### config.mk
export PLATFORM = sky130hd
export DESIGN_NAME = sort_window_loader
export DESIGN_NICKNAME = d
export VERILOG_FILES = /design/src/rtl/sort_pkg.sv /design/src/rtl/sort_window_loader.sv
export SDC_FILE = /design/constraint.sdc
export NUM_CORES = 1
export LEC_CHECK = 0
export BUFFER_PORTS_ARGS = -buffer_cell sky130_fd_sc_hd__buf_4
export CORE_MARGIN = 2
export CORE_UTILIZATION = 25
export CTS_CLUSTER_SIZE = 30
export DETAILED_ROUTE_END_ITERATION = 7
export GPL_TIMING_DRIVEN = 0
export PLACE_DENSITY = 0.46
export REMOVE_ABC_BUFFERS = 1
export SLEW_MARGIN = 40
export SYNTH_ARGS = -nofsm -noshare
export SYNTH_HDL_FRONTEND = slang
export SYNTH_SLANG_ARGS = --single-unit
### constraint.sdc
create_clock -name clk -period 5.8 [get_ports clk]
set_clock_uncertainty 0.15 [all_clocks]
set_input_delay 0.87 -clock clk [delete_from_list [all_inputs] [get_ports clk]]
set_output_delay 0.87 -clock clk [all_outputs]
set_load 0.01 [all_outputs]
### src/rtl/sort_pkg.sv
// Shared types and defaults for the sort window loader and its neighbours.
// Latency: none (declarations only).
// Backpressure: not applicable.
package sort_pkg;

    typedef enum logic {
        FILL = 1'b0,
        HOLD = 1'b1
    } state_t;

    localparam int NUM_VALS_D = 8;
    localparam int SIZE_D     = 8;

    // Width needed to hold an element count in the range 0..n inclusive.
    function automatic int count_width(input int n);
        return $clog2(n + 1);
    endfunction

endpackage

### src/rtl/sort_window_loader.sv
// Collects serial SIZE-bit samples into one packed NUM_VALS*SIZE frame for the descending sorter.
// Latency: frame presented the cycle after its last sample; sort_valid follows the handshake by one cycle.
// Backpressure: frame held stable with in_ready low until out_ready; short frames need SORT_LOADER_PAD_EN.
module sort_window_loader
    import sort_pkg::*;
#(
    parameter int  NUM_VALS  = NUM_VALS_D,
    parameter int  SIZE      = SIZE_D,
    parameter int  PAD_VALUE = 0,
    localparam int CW        = count_width(NUM_VALS)
) (
    input  logic                     clk,
    input  logic                     rst,
    input  logic                     in_valid,
    output logic                     in_ready,
    input  logic [SIZE-1:0]          in_data,
    input  logic                     in_last,
    output logic                     out_valid,
    input  logic                     out_ready,
    output logic [NUM_VALS*SIZE-1:0] out_data,
    output logic [CW-1:0]            out_count,
    output logic                     sort_valid
);

    localparam int              IW       = $clog2(NUM_VALS);
    localparam logic [IW-1:0]   LAST_IDX = IW'(NUM_VALS - 1);
    localparam logic [SIZE-1:0] PAD_WORD = SIZE'(PAD_VALUE);

    state_t        state;
    state_t        state_nxt;
    logic [IW-1:0] idx;
    logic          last_slot;
    logic          accept;
    logic          short_frame;
    logic          close_frame;

`ifndef SORT_LOADER_PAD_EN
    // Without padding every frame is full length, so the frame marker and pad word go unused.
    logic [SIZE:0] unused_pad_cfg;
    assign unused_pad_cfg = {in_last, PAD_WORD};
`endif

    // State register; mid-frame reset drops back to filling from slot 0.
    always_ff @(posedge clk) begin
        if (rst) state <= FILL;
        else     state <= state_nxt;
    end

    // Next state and handshake outputs; handshakes depend only on the state register.
    always_comb begin
        state_nxt   = state;
        in_ready    = 1'b0;
        out_valid   = 1'b0;
        accept      = 1'b0;
        short_frame = 1'b0;
        close_frame = 1'b0;
        last_slot   = (idx == LAST_IDX);
        case (state)
            FILL: begin
                in_ready = 1'b1;
                accept   = in_valid;
`ifdef SORT_LOADER_PAD_EN
                short_frame = in_valid && in_last && !last_slot;
`endif
                close_frame = in_valid && (last_slot || short_frame);
                if (close_frame) state_nxt = HOLD;
            end
            HOLD: begin
                out_valid = 1'b1;
                if (out_ready) state_nxt = FILL;
            end
            default: state_nxt = FILL;
        endcase
    end

    // Slot writes, fill index and element count; slots are left intact after a handshake.
    always_ff @(posedge clk) begin
        if (rst) begin
            idx       <= '0;
            out_data  <= '0;
            out_count <= '0;
        end else if (accept) begin
`ifdef SORT_LOADER_PAD_EN
            if (short_frame) begin
                for (int k = 0; k < NUM_VALS; k++) begin
                    if (IW'(k) > idx) out_data[SIZE*k +: SIZE] <= PAD_WORD;
                end
            end
`endif
            out_data[SIZE*idx +: SIZE] <= in_data;
            if (close_frame) begin
                idx       <= '0;
                out_count <= short_frame ? (CW'(idx) + CW'(1)) : CW'(NUM_VALS);
            end else begin
                idx <= idx + IW'(1);
            end
        end
    end

    // Strobe lines up with the sorter's registered output of the frame just handed over.
    always_ff @(posedge clk) begin
        if (rst) sort_valid <= 1'b0;
        else     sort_valid <= out_valid && out_ready;
    end

endmodule

# Word level (Yosys, flattened, before mapping)
# Cells that the tools add are included.
dict set report totals {
  reg_bits 70
  inputBits 13
  out_inout_bits 71
  word_cells 23
}
dict set report op_classes {
  n_addsub 2
  n_eq_ne 1
  shifts 2
  n_mux 9
  n_bitwise 1
  n_reduce_logical 3
}
# operator n
set op_table {}
lappend op_table {{$bwmux W64} 1}
lappend op_table {{$shift A8 B34 Y64 const A} 1}
lappend op_table {{$shiftx A8 B34 Y64} 1}
lappend op_table {{$neg A6 Y34} 1}
lappend op_table {{$mux W1} 6}
lappend op_table {{$add A3 B1 Y3 const B} 1}
lappend op_table {{$eq A3 B3 Y1 const B} 1}
lappend op_table {{$mux W3} 1}
lappend op_table {{$logic_and A1 B1 Y1} 2}
lappend op_table {{$pmux W1 S2} 1}
lappend op_table {{$reduce_and A2 Y1} 1}
lappend op_table {{$not A1 Y1} 1}

# Logic depth before layout (Yosys ltp)
dict set report logic_depth {
  ltp_word 4
  depth_mapped 8
  depth_no_buf 6
}

# Worst setup path before layout
# No wires, ideal clock.
dict set report synth_path {
  kind {reg-to-reg}
  from {reg idx[0]}
  to {reg out_data[0]}
  setup_time_ps 72
  t_arrival_ps 1871
  required_time_ps 5578
  path_slack_ps 3707
  path_stages_with_launch 8
  path_buffers 1
  period_less_slack_ps 2093
  cell_sequence {dfxtp_1 > inv_1 > ha_1 > ha_1 > nor4b_4 > and4_1 > buf_6 > mux2i_1}
}
dict set report synth_via {
  elab_chain_cells 3
  word_cells_on_any_way 4
  classes_between {1 x add/sub; 2 x shift; 1 x mux}
}
# item line
set synth_rtl {}
lappend synth_rtl {{start, declared} sort_window_loader.sv:31} ;# logic [IW-1:0] idx;
lappend synth_rtl {{start signal, assigned} sort_window_loader.sv:95} ;# idx <= idx + IW'(1);
lappend synth_rtl {{$neg A6 Y34 *} sort_window_loader.sv:90} ;# out_data[SIZE*idx +: SIZE] <= in_data;
lappend synth_rtl {{$shiftx A8 B34 Y64 or $shift A8 B34 Y64 (tied branches)} sort_window_loader.sv:90}
lappend synth_rtl {{$bwmux W64 *} sort_window_loader.sv:90}
lappend synth_rtl {{end signal, assigned by index} sort_window_loader.sv:90}
lappend synth_rtl {{end, declared} sort_window_loader.sv:20} ;# output logic [NUM_VALS*SIZE-1:0] out_data,
# Every way passes the cells marked *; elsewhere a longest branch is shown, timed or not.
# A chain may end at the register's enable or synchronous reset.

# Final worst setup path
dict set report layout_path {
  from {reg idx[0]}
  to {reg out_data[25]}
}
# The elaborated chain is that of the path after synthesis.

==> flow_metrics.py <==
metrics = {
    "outcome": {
        "run_status": "finished, final reports clean",
    },
    "layout": {
        "diodes": 0,
        "final_cell_mix": "buf_4, nand2b_1, dfxtp_1",
        "seq_area_mm2": 0.001401,
        "nets": 384,
        "finalNonFillerCells": 518,
        "fillers": 1257,
        "final_common_cell": "buf_4",
        "drive_gt1_share_pct": 28.30,
        "area_growth_pct": 32.36,
        "multiInputGateArea_mm2": 0.001528,
    },
    "yosys": {
        "yosys.area_share.simple_pct": 25.27,
        "ys.warnings.count": 0,
        "syn_inst": 294,
        "synth_compound_area_share_pct": 0.7733,
        "synthAdderAreaFrac_pct": 2.035,
        "avgSynthCellArea_um2": 10.46,
        "synth.distinct_cells": 29,
        "muxShareOfSynthArea_pct": 21.16,
        "synth_top_family_by_area": "simple AND/OR/NAND/NOR gates",
        "synth_area_mm2": 0.003074,
        "ys_seq_area_share_pct": 45.58,
        "ys_ff_latch": 70,
        "synth-xor-area-share_pct": 0,
    },
    "cts": {
        "cts_tree": "yes",
        "cts_buffers": 9,
        "clk_root_buffer_cell": "clkbuf_16",
        "cts_max_path_buffers": 2,
        "insertion_delay_ps": 330,
        "cts_resized": 0,
        "htree_levels": 3,
        "hold_buffers": 0,
        "path_clk_slew_ps": 60,
        "cts.sinks": 70,
        "postCtsSetupRepairBufs": 0,
    },
    "detailed_routing": {
        "routedWlPerCell_um": 14.63,
        "vias": 2216,
        "drt-initial-drc-count": 81,
        "drc": 0,
        "first_pass_iters": 4,
        "met2_length_um": 3556,
        "wl_met3_um": 340,
        "viasPerCell": 4.278,
        "ant_nets": 0,
        "top_layer": "met4",
        "totalWireLength_um": 7576,
        "wl_met1_um": 3561,
    },
    "die": {
        "num_rows": 40,
        "die-area_mm2": 0.01320,
        "chipHeight_um": 114.9,
        "die_w_um": 114.9,
        "ios": 84,
        "coreArea_mm2": 0.01201,
        "start_util_pct": 25.59,
    },
    "grt": {
        "grt_pass1_wl_um": 11720,
        "grt_usage_pct": 11.81,
        "overflow": 0,
        "antenna_found_initial": 0,
        "grt_pass1_vias": 2207,
        "grt_max_degree": 81,
    },
    "placed_design": {
        "dp_hpwl_um": 5224,
        "portBuffers": 79,
        "gp_congestion": 0.7299,
        "dp.cells": 502,
    },
    "setup_path": {
        "critical-path-max-stage-delay_ps": 510,
        "worst_path_most_repeated_cell": "ha_1",
        "critPathMaxFanout": 10,
        "critPathKind": "reg -> reg",
        "rr_startpoint": "idx[0]",
        "cp_num_buf_inv": 1,
        "start_kind": "register",
        "arrival_ps": 2730,
        "required_ps": 5900,
        "worst_path_max_delay_cell": "dfxtp_1",
        "crit_chain": "inv_1 -> ha_1 -> ha_1 -> nor2b_2 -> nand3_2 -> mux2i_1",
        "critPathLaunch": "idx[0]",
        "end_kind": "register",
        "path_delay_family": "simple AND/OR/NAND/NOR gates",
    },
    "power": {
        "switching_share_pct": 21.14,
        "p_leak_nw": 1.916,
        "power_density_mw_per_mm2": 296.9,
        "finalPower_mw": 1.208,
        "internal_power_mw": 0.9528,
        "seq_power_share_pct": 40.6,
        "pwr-share-comb_pct": 6.7,
        "p_sw_mw": 0.2554,
        "ir_drop_v": 0.0001596,
        "pwr-share-clk_pct": 52.7,
    },
    "timing": {
        "drv_slew": 0,
        "rsz0062_at_grt": "false",
        "setup_violations": 0,
        "maxClockFrequency_mhz": 380.4,
        "min_period_ps": 2629,
        "relSlewSlack_pct": 49.02,
        "final_hold_viol_count": 0,
        "worst_slew_pin_slew_ps": 760.7,
        "period_share_pct": 45.33,
        "setup_tns_ps": 0,
    },
    "job": {
        "cap_violations": 0,
    },
    "hold_path": {
        "hold_path_class": "reg -> reg",
        "hold_start": "out_data[4]",
    },
}
-- cells in the mapped netlist --
| cell | n | share of area, % |
|---|---|---|
| nand2b_1 | 73 | 15 |
| dfxtp_1 | 70 | 46 |
| mux2i_1 | 65 | 21 |
| nand2_1 | 19 | 2.3 |
| nand3_1 | 8 | 1.3 |
| buf_4 | 7 | 1.7 |
| clkbuf_1 | 7 | 0.85 |
| nor2_1 | 7 | 0.85 |
| buf_6 | 5 | 1.8 |
| ha_1 | 5 | 2.0 |
| inv_1 | 4 | 0.49 |
| a21oi_1 | 3 | 0.49 |
| nand3b_1 | 3 | 0.73 |
| nand2_2 | 2 | 0.41 |
| nor2b_1 | 2 | 0.41 |
| a2bb2oi_1 | 1 | 0.28 |
| and2_1 | 1 | 0.20 |
| and2b_2 | 1 | 0.28 |
| and3_1 | 1 | 0.20 |
| and4_1 | 1 | 0.28 |
| and4bb_2 | 1 | 0.41 |
| buf_2 | 1 | 0.16 |
| conb_1 | 1 | 0.12 |
| nand3_2 | 1 | 0.33 |
| nand4b_1 | 1 | 0.28 |
| nand4b_2 | 1 | 0.49 |
| nor3_4 | 1 | 0.53 |
| nor3b_4 | 1 | 0.61 |
| nor4b_4 | 1 | 0.77 |
-- state kept, by name, summed over array words and instances (netlist names) --
signal and flops:
sort_valid 1, idx 3, out_count 1, out_data 64
state 1
-- power groups by stage --
stage               sequential (mW)  combinational [mW]  clock, mW
finish                        0.490              0.0808      0.637
global route                  0.491              0.0892      0.675
CTS                           0.490              0.0822      0.656
detailed placement            0.501              0.0819          0
global placement              0.501              0.0813          0
floorplan                     0.502              0.0473          0
-- routing by layer --
layer / track usage, % / up-vias
li1: - / 1109
met1: 15.10 / 1039
met2: 18.71 / 61
met3: 2.636 / 7
met4: 6.024 / 0
met5: 0 / -
-- path summary, 6_finish.rpt --
kind,to,slack [ps],cells after the start
worst max register to register,out_data[25],3170,6
worst min-delay path,out_data[4],320,2
worst max-delay path,out_data[25],3170,6
worst min register to register,out_data[4],320,2
-- area by class of cell --
cell class / instances / share of cell area, %
inverters: 4 / 0.3690
clock buffers: 10 / 5.873
flip-flops and latches: 70 / 34.44
clock inverters: 6 / 2.675
well taps: 147 / 4.520
multi-input cells: 202 / 37.55
repair buffers: 79 / 14.58
-- metrics by stage --
stage	worst slack, ps	instance area, um2	utilization (%)	hold slack [ps]
after global placement	2872	3719	30.96	307.7
after detailed placement	2829	3719	30.96	311.5
final	3171	4069	33.88	324.1
after global routing	2953	4069	33.88	349.1
after CTS	2807	4066	33.85	329.5
after floorplan	3416	2942	-	305.2
-- cells by family after synthesis --
logic type,after synthesis
adder cells (fa/ha/maj),5
multiplexers,65
AO/OA/AOI/OAI,4
AND/OR/NAND/NOR,125
other,1
flip-flops,70
buffers and inverters,24
-- worst register-to-register path, stage by stage (launching register included) --
cell	delay (ps)
dfxtp_1	510
inv_1	100
ha_1	230
ha_1	360
nor2b_2	480
nand3_2	430
mux2i_1	290
No activity file was read; power rests on OpenSTA's default activity.
